==> src/rtl/prefix_step_sequencer_if.sv <==
// Operand/result handshake bundle for the stepped prefix adder.
// Upstream drives the operand side, downstream consumes sum/cout.
interface prefix_step_sequencer_if #(
   parameter int WIDTH = 17
);
   logic             in_valid;
   logic             in_ready;
   logic [WIDTH-1:0] a;
   logic [WIDTH-1:0] b;
   logic             cin;
   logic             out_valid;
   logic             out_ready;
   logic [WIDTH-1:0] sum;
   logic             cout;

   modport master (
      output in_valid, a, b, cin, out_ready,
      input  in_ready, out_valid, sum, cout
   );

   modport slave (
      input  in_valid, a, b, cin, out_ready,
      output in_ready, out_valid, sum, cout
   );
endinterface

==> src/rtl/prefix_step_sequencer.sv <==
// Mantissa adder: one prefix-combine stage reused per clock,
// span doubling each step until every carry is resolved.
module prefix_step_sequencer #(
   parameter int WIDTH = 17,
   parameter int STEPS = 5,
   localparam int SW = $clog2(STEPS + 1)
) (
   input  logic                clk,
   input  logic                rst_n,
   prefix_step_sequencer_if.slave bus,
   output logic [SW-1:0]       step
);

   if (((1 << STEPS) < WIDTH) || ((1 << (STEPS - 1)) >= WIDTH)) begin : g_bad_steps
      $error("STEPS does not match WIDTH");
   end

   typedef enum logic [1:0] {
      IDLE   = 2'd0,
      PREFIX = 2'd1,
      DONE   = 2'd2
   } state_t;

   localparam logic [SW-1:0] LAST = SW'(STEPS - 1);

   state_t           state_q, state_d;
   logic [SW-1:0]    step_q, step_d;
   logic [WIDTH-1:0] g_q, p_q, p0_q;
   logic             cin_q;
   logic             in_ready, out_valid, accept;
   logic [31:0]      span;
   logic [WIDTH-1:0] lowmask, g_nx, p_nx, p0_in;

   always_ff @(posedge clk) begin
      if (!rst_n) begin
         state_q <= IDLE;
         step_q  <= '0;
      end else begin
         state_q <= state_d;
         step_q  <= step_d;
      end
   end

   always_comb begin
      state_d   = state_q;
      step_d    = step_q;
      in_ready  = 1'b0;
      out_valid = 1'b0;
      unique case (state_q)
         IDLE: begin
            in_ready = 1'b1;
            if (bus.in_valid) begin
               state_d = PREFIX;
               step_d  = '0;
            end
         end
         PREFIX: begin
            if (step_q == LAST) begin
               state_d = DONE;
               step_d  = '0;
            end else begin
               step_d = step_q + 1'b1;
            end
         end
         DONE: begin
            out_valid = 1'b1;
            if (bus.out_ready) state_d = IDLE;
         end
         default: state_d = IDLE;
      endcase
   end

   assign accept = bus.in_valid & in_ready;
   assign p0_in  = bus.a ^ bus.b;

   // Shifted-in zeros leave bits below the span untouched.
   always_comb begin
      span    = 32'd1 << step_q;
      lowmask = ~({WIDTH{1'b1}} << span);
      g_nx    = g_q | (p_q & (g_q << span));
      p_nx    = p_q & ((p_q << span) | lowmask);
   end

   always_ff @(posedge clk) begin
      if (!rst_n) begin
         g_q   <= '0;
         p_q   <= '0;
         p0_q  <= '0;
         cin_q <= 1'b0;
      end else if (accept) begin
         p0_q  <= p0_in;
         cin_q <= bus.cin;
         g_q   <= {bus.a[WIDTH-1:1] & bus.b[WIDTH-1:1],
                   (bus.a[0] & bus.b[0]) | (p0_in[0] & bus.cin)};
         p_q   <= {p0_in[WIDTH-1:1], 1'b0};
      end else if (state_q == PREFIX) begin
         g_q <= g_nx;
         p_q <= p_nx;
      end
   end

   assign bus.in_ready  = in_ready;
   assign bus.out_valid = out_valid;
   assign bus.sum       = p0_q ^ {g_q[WIDTH-2:0], cin_q};
   assign bus.cout      = g_q[WIDTH-1];
   assign step          = step_q;

endmodule

==> src/flat_wrapper.sv <==
// flat-port wrapper written by rule: the top's interface ports become plain ports
module prefix_step_sequencer_flat 
#(
   parameter int WIDTH = 17,
   parameter int STEPS = 5,
   localparam int SW = $clog2(STEPS + 1)
)
  (clk, rst_n, step, bus_in_valid, bus_a, bus_b, bus_cin, bus_out_ready, bus_in_ready, bus_out_valid, bus_sum, bus_cout);
  prefix_step_sequencer_if #(.WIDTH(WIDTH)) bus_i ();
  input  logic clk;
  input  logic rst_n;
  output logic [SW-1:0] step;
  input wire logic [$bits(bus_i.in_valid)-1:0] bus_in_valid;
  input wire logic [$bits(bus_i.a)-1:0] bus_a;
  input wire logic [$bits(bus_i.b)-1:0] bus_b;
  input wire logic [$bits(bus_i.cin)-1:0] bus_cin;
  input wire logic [$bits(bus_i.out_ready)-1:0] bus_out_ready;
  output wire logic [$bits(bus_i.in_ready)-1:0] bus_in_ready;
  output wire logic [$bits(bus_i.out_valid)-1:0] bus_out_valid;
  output wire logic [$bits(bus_i.sum)-1:0] bus_sum;
  output wire logic [$bits(bus_i.cout)-1:0] bus_cout;
  assign bus_i.in_valid = bus_in_valid;
  assign bus_i.a = bus_a;
  assign bus_i.b = bus_b;
  assign bus_i.cin = bus_cin;
  assign bus_i.out_ready = bus_out_ready;
  assign bus_in_ready = bus_i.in_ready;
  assign bus_out_valid = bus_i.out_valid;
  assign bus_sum = bus_i.sum;
  assign bus_cout = bus_i.cout;
  prefix_step_sequencer #(.WIDTH(WIDTH), .STEPS(STEPS)) u_core (.clk(clk), .rst_n(rst_n), .bus(bus_i), .step(step));
endmodule
==> config.mk <==
export PLATFORM = sky130hd
export DESIGN_NAME = prefix_step_sequencer_flat
export DESIGN_NICKNAME = d
export VERILOG_FILES = /design/src/rtl/prefix_step_sequencer_if.sv /design/src/rtl/prefix_step_sequencer.sv /design/src/flat_wrapper.sv
export SDC_FILE = /design/constraint.sdc
export NUM_CORES = 1
export LEC_CHECK = 0
export BUFFER_PORTS_ARGS = -buffer_cell sky130_fd_sc_hd__buf_2
export CAP_MARGIN = 5
export CORE_MARGIN = 5
export CORE_UTILIZATION = 53
export DETAILED_ROUTE_END_ITERATION = 6
export PLACE_DENSITY = 0.76
export SYNTH_ARGS = -nofsm -noshare
export SYNTH_HDL_FRONTEND = slang
export SYNTH_SLANG_ARGS = --single-unit
==> constraint.sdc <==
create_clock -name clk -period 2.54 [get_ports clk]
set_clock_uncertainty 0.1 [all_clocks]
set_input_delay 0.254 -clock clk [delete_from_list [all_inputs] [get_ports clk]]
set_output_delay 0.254 -clock clk [all_outputs]
set_load 0.05 [all_outputs]
-- Yosys cells after proc, flatten, opt, wreduce, memory -nomap -nowiden
Index checks and enable logic that the tools add are counted.
W data, S select, Z words.
- logic and storage cells: 50
- output and inout bits: 23
- register bits: 57
- muxes and demuxes: 13
- add/subtract/negate cells: 1
- equal/unequal tests: 6
- shift-type cells: 4
- bitwise operators: 13
- reduce and logical (&&, ||, !) cells: 6
- operators with widths (cell ; count):
    $mux W17 ; 4
    $shl A17 B32 Y17 ; 2
    $and A17 B17 Y17 ; 2
    $or A17 B17 Y17 ; 2
    $xor A17 B17 Y17 ; 2
    $shl A1 B3 Y32 const A ; 1
    $shl A17 B32 Y17 const A ; 1
    $not A17 Y17 ; 1
    $and A16 B16 Y16 ; 1
    $mux W2 ; 3
    $mux W3 ; 2
    $pmux W2 S3 ; 1
    $pmux W3 S2 ; 1
    $ne A2 B2 Y1 const B ; 2
    $reduce_bool A2 Y1 ; 2
    $add A3 B1 Y3 const B ; 1
    $and A1 B1 Y1 ; 3
    $eq A3 B3 Y1 const B ; 1
    $reduce_and A3 Y1 ; 1
    $eq A2 B1 Y1 const B ; 1
    $eq A2 B2 Y1 const B ; 1
    $logic_not A2 Y1 ; 1
    $mux W1 ; 2
    $ne A2 B1 Y1 const B ; 1
    4 further kinds ; 4

-- Longest topological paths before layout
Gate-level depths: netlist of run 1.
- depth in word-level cells: 7
- mapped depth: 11
- mapped depth without buffers: 8

-- Worst setup path after synthesis of run 1
Ideal clock, no wire load.
- kind: reg2reg
- from: register u_core.step_q[2] (netlist: u_core.step[2])
- to: register u_core.g_q[16]
- slack: -0.256 ns
- arrival time: 2.604 ns
- data required time: 2.348 ns
- cell stages (with the launch flop): 11
- path through: dfxtp_1 > buf_2 > buf_2 > clkinv_1 > ha_1 > clkbuf_1 > o41ai_1 > nand2_1 > a21oi_1 > o31ai_1 > o32ai_1
- cells in the longest elaborated chain, start to end: 6
- RTL lines (what ; line ; RTL):
    start, declared ; prefix_step_sequencer.sv:27 ; logic [SW-1:0] step_q, step_d;
    start signal, assigned ; prefix_step_sequencer.sv:40 ; step_q <= step_d;
    $shl A1 B3 Y32 ; prefix_step_sequencer.sv:78 ; span = 32'd1 << step_q;
    $shl A17 B32 Y17 ; prefix_step_sequencer.sv:80 ; g_nx = g_q | (p_q & (g_q << span));
    $and A17 B17 Y17 ; prefix_step_sequencer.sv:80 ;
    $or A17 B17 Y17 ; prefix_step_sequencer.sv:80 ;
    $mux W17 ; prefix_step_sequencer.sv:96 ; end else if (state_q == PREFIX) begin
    $mux W17 ; prefix_step_sequencer.sv:90 ; end else if (accept) begin
    end signal, assigned ; prefix_step_sequencer.sv:93 ; g_q <= {bus.a[WIDTH-1:1] & bus.b[WIDTH-1:1],
    end signal, assigned ; prefix_step_sequencer.sv:97 ; g_q <= g_nx;
    end, declared ; prefix_step_sequencer.sv:28 ; logic [WIDTH-1:0] g_q, p_q, p0_q;
No other way between the ends. The select of a mux whose other input is x is not followed.
A chain may end at the register's enable or synchronous reset.

-- Worst setup path after layout of run 1
- from: register u_core.step_q[0] (netlist: u_core.step[0])
- to: register u_core.g_q[14]
Same word-level chain as after synthesis.

==> impl_metrics.env, run 1 <==
export IMPL_status="finished, violations left"
export IMPL_violations="setup timing"
export IMPL_grt_overflow=0
export IMPL_synth_edf_count=0
export IMPL_end_kind="flip-flop"
export IMPL_fmax_ghz=0.389
export IMPL_final_nets=729
export IMPL_ys_types=67
export IMPL_startpoint_type="flip-flop"
export IMPL_crit_arrival_ns=2.73
export IMPL_critPathLaunch="u_core.step[0]$_SDFFE_PN0P_"
export IMPL_clk_latency_ns=0.34
export IMPL_report_final_slew_viol_count=0
export IMPL_place_congestion=1.06
export IMPL_first_iter_violations=558
export IMPL_grt_busiest_layer="met2"
export IMPL_period_share=1.01
export IMPL_drtPass1Iterations=5
export IMPL_period_minus_slack_ns=2.57
export IMPL_cts_tree="yes"
export IMPL_htreeDepth=3
export IMPL_cap_violations=0
export IMPL_ys_async_sr_fraction=0
export IMPL_path_buf_inv=1
export IMPL_yosys_area_top_type="dfxtp_1"
export IMPL_p_per_area_nw_per_um2=503
export IMPL_path_clk_slew_ns=0.07
export IMPL_netlist_area_um2=4460
export IMPL_r2r_start="u_core.step[0]$_SDFFE_PN0P_"
export IMPL_required_ns=2.70
export IMPL_slew_headroom=0.620
export IMPL_p_leak_nw=2.43
export IMPL_crit_cells=8
export IMPL_use_met2=0.538
export IMPL_yosysWarnings=0
export IMPL_synthTopCellsByArea="dfxtp_1 (26%), mux2i_1 (8.3%), nand2_1 (7.5%), a21oi_1 (6.8%), ha_1 (6.5%)"
export IMPL_syn2layout_area_growth_pct=22.0
export IMPL_hpwl_um=13100
export IMPL_worstSetupPathType="reg -> reg"
export IMPL_cts_buffers=9
export IMPL_grt_total_usage=0.349
export IMPL_fp_row_count=33
export IMPL_yosysTopAreaCellShare=0.256
export IMPL_clk_path_buf_depth=2
export IMPL_drc=0
export IMPL_avgSynthCellArea_um2=7.60
export IMPL_critPathCapture="u_core.g_q[14]$_SDFFE_PN0P_"
export IMPL_placed_area_um2=5170
export IMPL_ys_top_cells_by_count="nand2_1 (89), a21oi_1 (61), dfxtp_1 (57)"
export IMPL_grt_pass1_vias=5087
export IMPL_io_pins=62
export IMPL_synth_seq_area_share=0.256
export IMPL_use_met3=0.103
export IMPL_fin_setup_tns_ns=-0.0309
export IMPL_totalWireLength_um=17800
export IMPL_wl_per_cell_um=22.9
export IMPL_cts_root_buf="clkbuf_8"
export IMPL_synth_nets=649
export IMPL_viasPerCell=6.75
export IMPL_reg2reg_depth=8
export IMPL_ys_flop_type="dfxtp_1"
export IMPL_dieWidth_um=102
export IMPL_vias=5228
export IMPL_detail_route_antenna_nets=0
export IMPL_grtUsageMet1=0.433
export IMPL_antenna_cells=0
export IMPL_critPathMaxFanout=16
export IMPL_grt_max_degree=35
export IMPL_setup_viol=1
export IMPL_hold_viol_final=0
export IMPL_finalInstanceArea_um2=5440
export IMPL_path_cells="ha_1 -> ha_4 -> or3b_4 -> buf_12 -> o32a_1 -> mux2i_2 -> o2111ai_1 -> o22ai_1"
export IMPL_hold_slack_ns=0.0670
export IMPL_synth_most_common_cell="nand2_1"
export IMPL_power_w=0.00274
export IMPL_die_area_um2=10400
export IMPL_worst_slew_pin_slew_ns=0.569
export IMPL_rsz0062_at_grt="true"
export IMPL_critPathTopFamily="compound AO/OA/AOI/OAI gates"
export IMPL_multiInputGateArea_um2=3140
export IMPL_die_h_um=102
export IMPL_r2r_end="u_core.g_q[14]$_SDFFE_PN0P_"
export IMPL_io_buffers=61
export IMPL_grt_pass1_wl_um=27700
export IMPL_fill_cells=743
export IMPL_initial_core_util=0.543
export IMPL_seq_area_um2=1150
export IMPL_cp_slowest_cell="or3b_4"
export IMPL_fin_ws_ns=-0.0309
export IMPL_drive_gt1_frac=0.243
export IMPL_antenna_found_initial=0
export IMPL_hold_class="in -> reg"
export IMPL_ys_ff_latch=57
export IMPL_ir_worst_vdd_mv=0.406
export IMPL_dp_slack_ns=-0.0864
export IMPL_rrSetupSlack_ns=-0.03
export IMPL_core_area_um2=8220
export IMPL_cts_sinks=57
export IMPL_synthesis_instances=587
export IMPL_crit_path_max_incr_delay_ns=0.39
==> flip-flops by register name (all words and copies together) (netlist names) <==
name and cells:
u_core.g_q 17, u_core.p0_q 17, u_core.p_q 17, u_core.step 3, u_core.state_q 2, u_core.cin_q 1
==> placed cells by master (no fill, tap or decap), types with 8 or more instances in the layout <==
master,synthesis,final
o21ai_0,31,29
inv_1,8,8
a221o_1,8,8
a31oi_1,13,13
xor2_1,17,17
nor3_1,9,9
nand2_1,89,89
buf_2,11,61
nand3_1,11,11
mux2i_1,37,35
dfxtp_1,57,54
a21oi_1,61,60
buf_4,4,53
nor2_1,44,44
clkbuf_8,0,9
ha_1,23,19
==> layout make-up <==
class | instances | share of cell area
Clock buffer | 10 | 0.0234
Clock inverter | 4 | 0.00414
Inverter | 12 | 0.00827
Multi-Input combinational cell | 466 | 0.576
Sequential cell | 57 | 0.211
Tap cell | 105 | 0.0241
Timing Repair Buffer | 121 | 0.153
==> report_power, final <==
part           internal [W]  switching, W  total [W]  leakage, nW
Sequential         0.000950     0.0000908    0.00104        0.468
Clock              0.000338      0.000385   0.000722       0.0778
Combinational      0.000367      0.000606   0.000973         1.89
Total               0.00165       0.00108    0.00274         2.43
==> worst min-delay path, stage by stage <==
cell and delay (ns):
buf_2 0.08, or3_1 0.08, a21oi_1 0.05
==> worst min-delay path by stage <==
stage                                     start                              to  slack, ns  depth (start not counted)
finish                            bus_out_ready  u_core.state_q[1]$_SDFFE_PN0P_       0.07                          3
global route                            bus_cin       u_core.cin_q$_SDFFE_PN0P_       0.07                          3
CTS                               bus_out_ready  u_core.state_q[1]$_SDFFE_PN0P_       0.06                          3
detailed placement  u_core.p0_q[4]$_SDFFE_PN0P_     u_core.p0_q[4]$_SDFFE_PN0P_       0.36                          2
global placement    u_core.p0_q[0]$_SDFFE_PN0P_     u_core.p0_q[0]$_SDFFE_PN0P_       0.35                          2
floorplan                               bus_cin       u_core.cin_q$_SDFFE_PN0P_       0.29                          2
==> layer usage <==
layer  vias to the layer above  wire length [um]
met2                       377              7850
met5                         -                 0
met4                         0              1140
met1                      2423              6660
li1                       2334                 -
met3                        94              2140
==> timing repair <==
item                                    in CTS  in global routing
cloned                                       0                  0
endpoints found under the setup margin       8                 18
setup buffers                                0                  4
hold buffers                                 0                  0
resized for setup                            7                 16
pin swaps                                    0                  3
==> stage by stage <==
step                instances   util
floorplan                 587      -
global placement          757  0.630
detailed placement        757  0.630
CTS                       771  0.652
global route              775  0.663
finish                    775  0.663
==> kinds of logic after synthesis <==
family,Yosys count,share of synthesized area
flops,57,0.256
compound gates,188,0.278
simple gates,193,0.195
buf+inv,64,0.0620
fa+ha+maj,23,0.0645
mux,45,0.111
xor+xnor,17,0.0334
No activity file was read; power rests on OpenSTA's default activity.
==> run 2, diff against run 1 <==
Settings changed: ABC_AREA from default to 1.
==> run 2 against run 1 <==
The run now ends clean; total power increased by 21%; critical path depth increased by 3; final area decreased by 2.7%; critical endpoint is now u_core.g_q[4]$_SDFFE_PN0P_; hold slack about the same; global-route usage decreased by 2.8 points; maximum frequency increased by 7.2%; combinational power increased by 45%; worst setup slack improved by 0.17 ns; area after synthesis increased by 5.3%; count of clock-buffer cells in the layout decreased by 1; register-to-register slack improved by 0.17 ns; largest power group is now combinational cells.
==> impl_metrics.env, run 2 <==
export IMPL_path_buf_inv=3
export IMPL_die_h_um=104
export IMPL_fin_cells=924
export IMPL_htreeDepth=3
export IMPL_antenna_found_initial=0
export IMPL_antenna_cells=0
export IMPL_cts_buffers=9
export IMPL_layout_commonest_cell="nand2_1"
export IMPL_power_w=0.00332
export IMPL_multiInputGateArea_um2=3090
export IMPL_critPathTopFamily="simple AND/OR/NAND/NOR gates"
export IMPL_place_inst=908
export IMPL_totalWireLength_um=17600
export IMPL_ys_async_sr_fraction=0
export IMPL_grt_overflow=0
export IMPL_p_leak_nw=2.65
export IMPL_dieWidth_um=104
export IMPL_hold_class="in -> reg"
export IMPL_drtPass1Iterations=6
export IMPL_crit_cells=11
export IMPL_seq_area_um2=1140
export IMPL_report_final_slew_viol_count=0
export IMPL_netlist_area_um2=4700
export IMPL_p_per_area_nw_per_um2=627
export IMPL_synth_top_family_by_area="simple AND/OR/NAND/NOR gates"
export IMPL_ir_worst_vdd_mv=0.420
export IMPL_critPathMaxFanout=8
export IMPL_fill_cells=842
export IMPL_detail_route_antenna_nets=0
export IMPL_worst_slew_pin_slew_ns=0.556
export IMPL_die_area_um2=10800
export IMPL_worstSetupPathType="reg -> reg"
export IMPL_cts_tree="yes"
export IMPL_yosysWarnings=0
export IMPL_ctsHoldBuffers=0
export IMPL_synth_xor_area_share=0.0317
export IMPL_min_path_cells=4
export IMPL_hold_viol_final=0
export IMPL_crit_arrival_ns=2.59
export IMPL_io_buffers=61
export IMPL_required_ns=2.73
export IMPL_hold_slack_ns=0.0674
export IMPL_synth_seq_area_share=0.243
export IMPL_synth_compound_area_frac=0.138
export IMPL_avgSynthCellArea_um2=6.23
export IMPL_grt_pass1_vias=5227
export IMPL_wl_per_cell_um=19.1
export IMPL_postCtsSetupBuffers=0
export IMPL_fmax_ghz=0.417
export IMPL_final_nets=873
export IMPL_ys_flop_type="dfxtp_1"
export IMPL_synth_edf_count=0
export IMPL_layout_common_cells="nand2_1 (233), nand3_1 (113), buf_2 (61)"
export IMPL_ys_top_cells_by_count="nand2_1 (233), nand3_1 (113), nor2_1 (58)"
export IMPL_drc=0
export IMPL_end_kind="flip-flop"
export IMPL_viasPerCell=5.94
export IMPL_synthesis_instances=754
export IMPL_path_cells="inv_1 -> ha_1 -> nand2_1 -> inv_2 -> nor2_2 -> nand2_1 -> inv_1 -> nand2_1 -> o21ai_1 -> o21ai_0 -> a21oi_1"
export IMPL_reg2reg_depth=11
export IMPL_yosys_area_share_simple=0.422
export IMPL_cts_root_buf="clkbuf_8"
export IMPL_yosysTopAreaCellShare=0.243
export IMPL_fp_row_count=34
export IMPL_synthTopCellsByArea="dfxtp_1 (24%), nand2_1 (19%), nand3_1 (12%), ha_1 (6.1%), nor2_1 (4.6%)"
export IMPL_synth_nets=816
export IMPL_cts_sinks=57
export IMPL_period_minus_slack_ns=2.40
export IMPL_setup_viol=0
export IMPL_largest_registers="u_core.g_q (17), u_core.p0_q (17), u_core.p_q (17)"
export IMPL_cap_violations=0
export IMPL_period_share=0.944
export IMPL_path_clk_slew_ns=0.08
export IMPL_initial_core_util=0.541
export IMPL_syn2layout_area_growth_pct=12.7
export IMPL_io_pins=62
export IMPL_grt_max_degree=45
export IMPL_crit_path_max_incr_delay_ns=0.41
export IMPL_ys_types=43
export IMPL_cp_slowest_cell="dfxtp_2"
export IMPL_synth_most_common_cell="nand2_1"
export IMPL_grt_pass1_wl_um=28000
export IMPL_ys_ff_latch=57
export IMPL_synthMuxAreaShare=0
export IMPL_hpwl_um=13100
export IMPL_final_util=0.610
export IMPL_core_area_um2=8680
export IMPL_drive_gt1_frac=0.180
export IMPL_first_iter_violations=607
export IMPL_yosys_area_top_type="dfxtp_1"
export IMPL_synthAdderAreaFrac=0.0613
export IMPL_cpMostUsedCell="nand2_1"
export IMPL_clk_path_buf_depth=2
export IMPL_startpoint_type="flip-flop"
export IMPL_place_congestion=1.02
export IMPL_status="finished, final reports clean"
export IMPL_clk_latency_ns=0.36
export IMPL_slew_headroom=0.629
export IMPL_vias=5485
export IMPL_grt_total_usage=0.321
run 2: cell types whose count changed after synthesis, sizes merged, moves of 9 or more:
cell	previous run	this run
a21oi	61	48
a31oi	13	4
clkbuf	34	17
inv	9	63
mux2i	37	0
nand2	89	249
nand3	11	117
nor2	44	62
o21ai	33	45
run 2: repair_timing:
item / CTS / global route
pin swaps: 0 / 2
cloned: 0 / 0
gates resized for setup: 1 / 6
setup endpoints to repair: 1 / 20
run 2: path summary, 6_finish.rpt:
check,startpoint,to,slack [ns]
worst max-delay path,u_core.step[0]$_SDFFE_PN0P_,u_core.g_q[4]$_SDFFE_PN0P_,0.14
worst min-delay path,bus_out_ready,u_core.state_q[1]$_SDFFE_PN0P_,0.07
worst max register to register,u_core.step[0]$_SDFFE_PN0P_,u_core.g_q[4]$_SDFFE_PN0P_,0.14
worst min register to register,u_core.p0_q[0]$_SDFFE_PN0P_,u_core.p0_q[0]$_SDFFE_PN0P_,0.38
run 2: layout make-up:
| type | count | share of cell area |
|---|---|---|
| multi-input combinational | 596 | 0.584 |
| sequential | 57 | 0.216 |
| timing repair buffer | 84 | 0.0950 |
| inverter | 63 | 0.0461 |
| tap | 108 | 0.0255 |
| clock buffer | 9 | 0.0234 |
| clock inverter | 7 | 0.0104 |
run 2: worst reg2reg max path, stage by stage, from the launching register on:
cell and delay (ns):
dfxtp_2 0.41, inv_1 0.09, ha_1 0.30, nand2_1 0.19
inv_2 0.08, nor2_2 0.19, nand2_1 0.15, inv_1 0.30
nand2_1 0.13, o21ai_1 0.17, o21ai_0 0.11, a21oi_1 0.13
run 2: stage by stage:
step	TNS, ns	worst slack [ns]	area (um^2)
after floorplan	0	0.0159	4700
after global placement	0	0.0953	5090
after detailed placement	0	0.0196	5090
after CTS	0	0.104	5270
after global routing	-0.00719	-0.00719	5300
final	0	0.141	5300
run 2: cells by family (layout without fill, tap and decap cells):
logic type,Yosys count,in the layout
and+or+nand+nor,444,444
AOI/OAI and AO/OA,112,112
buffers and inverters,101,163
DFF,57,57
adders and majority gates,23,23
xor gates and xnor gates,17,17
run 2: where the power goes:
| group | total, W | internal [W] | switching, W |
|---|---|---|---|
| Combinational | 0.00141 | 0.000411 | 0.000996 |
| Clock | 0.000834 | 0.000362 | 0.000472 |
| Sequential | 0.00108 | 0.000979 | 0.000101 |
run 2: per-layer routing:
metal	vias up	part of all wire	track usage
li1	2590	-	-
met1	2495	0.41	0.440
met5	-	0	0
met3	54	0.098	0.0627
met4	0	0.036	0.135
met2	346	0.46	0.491
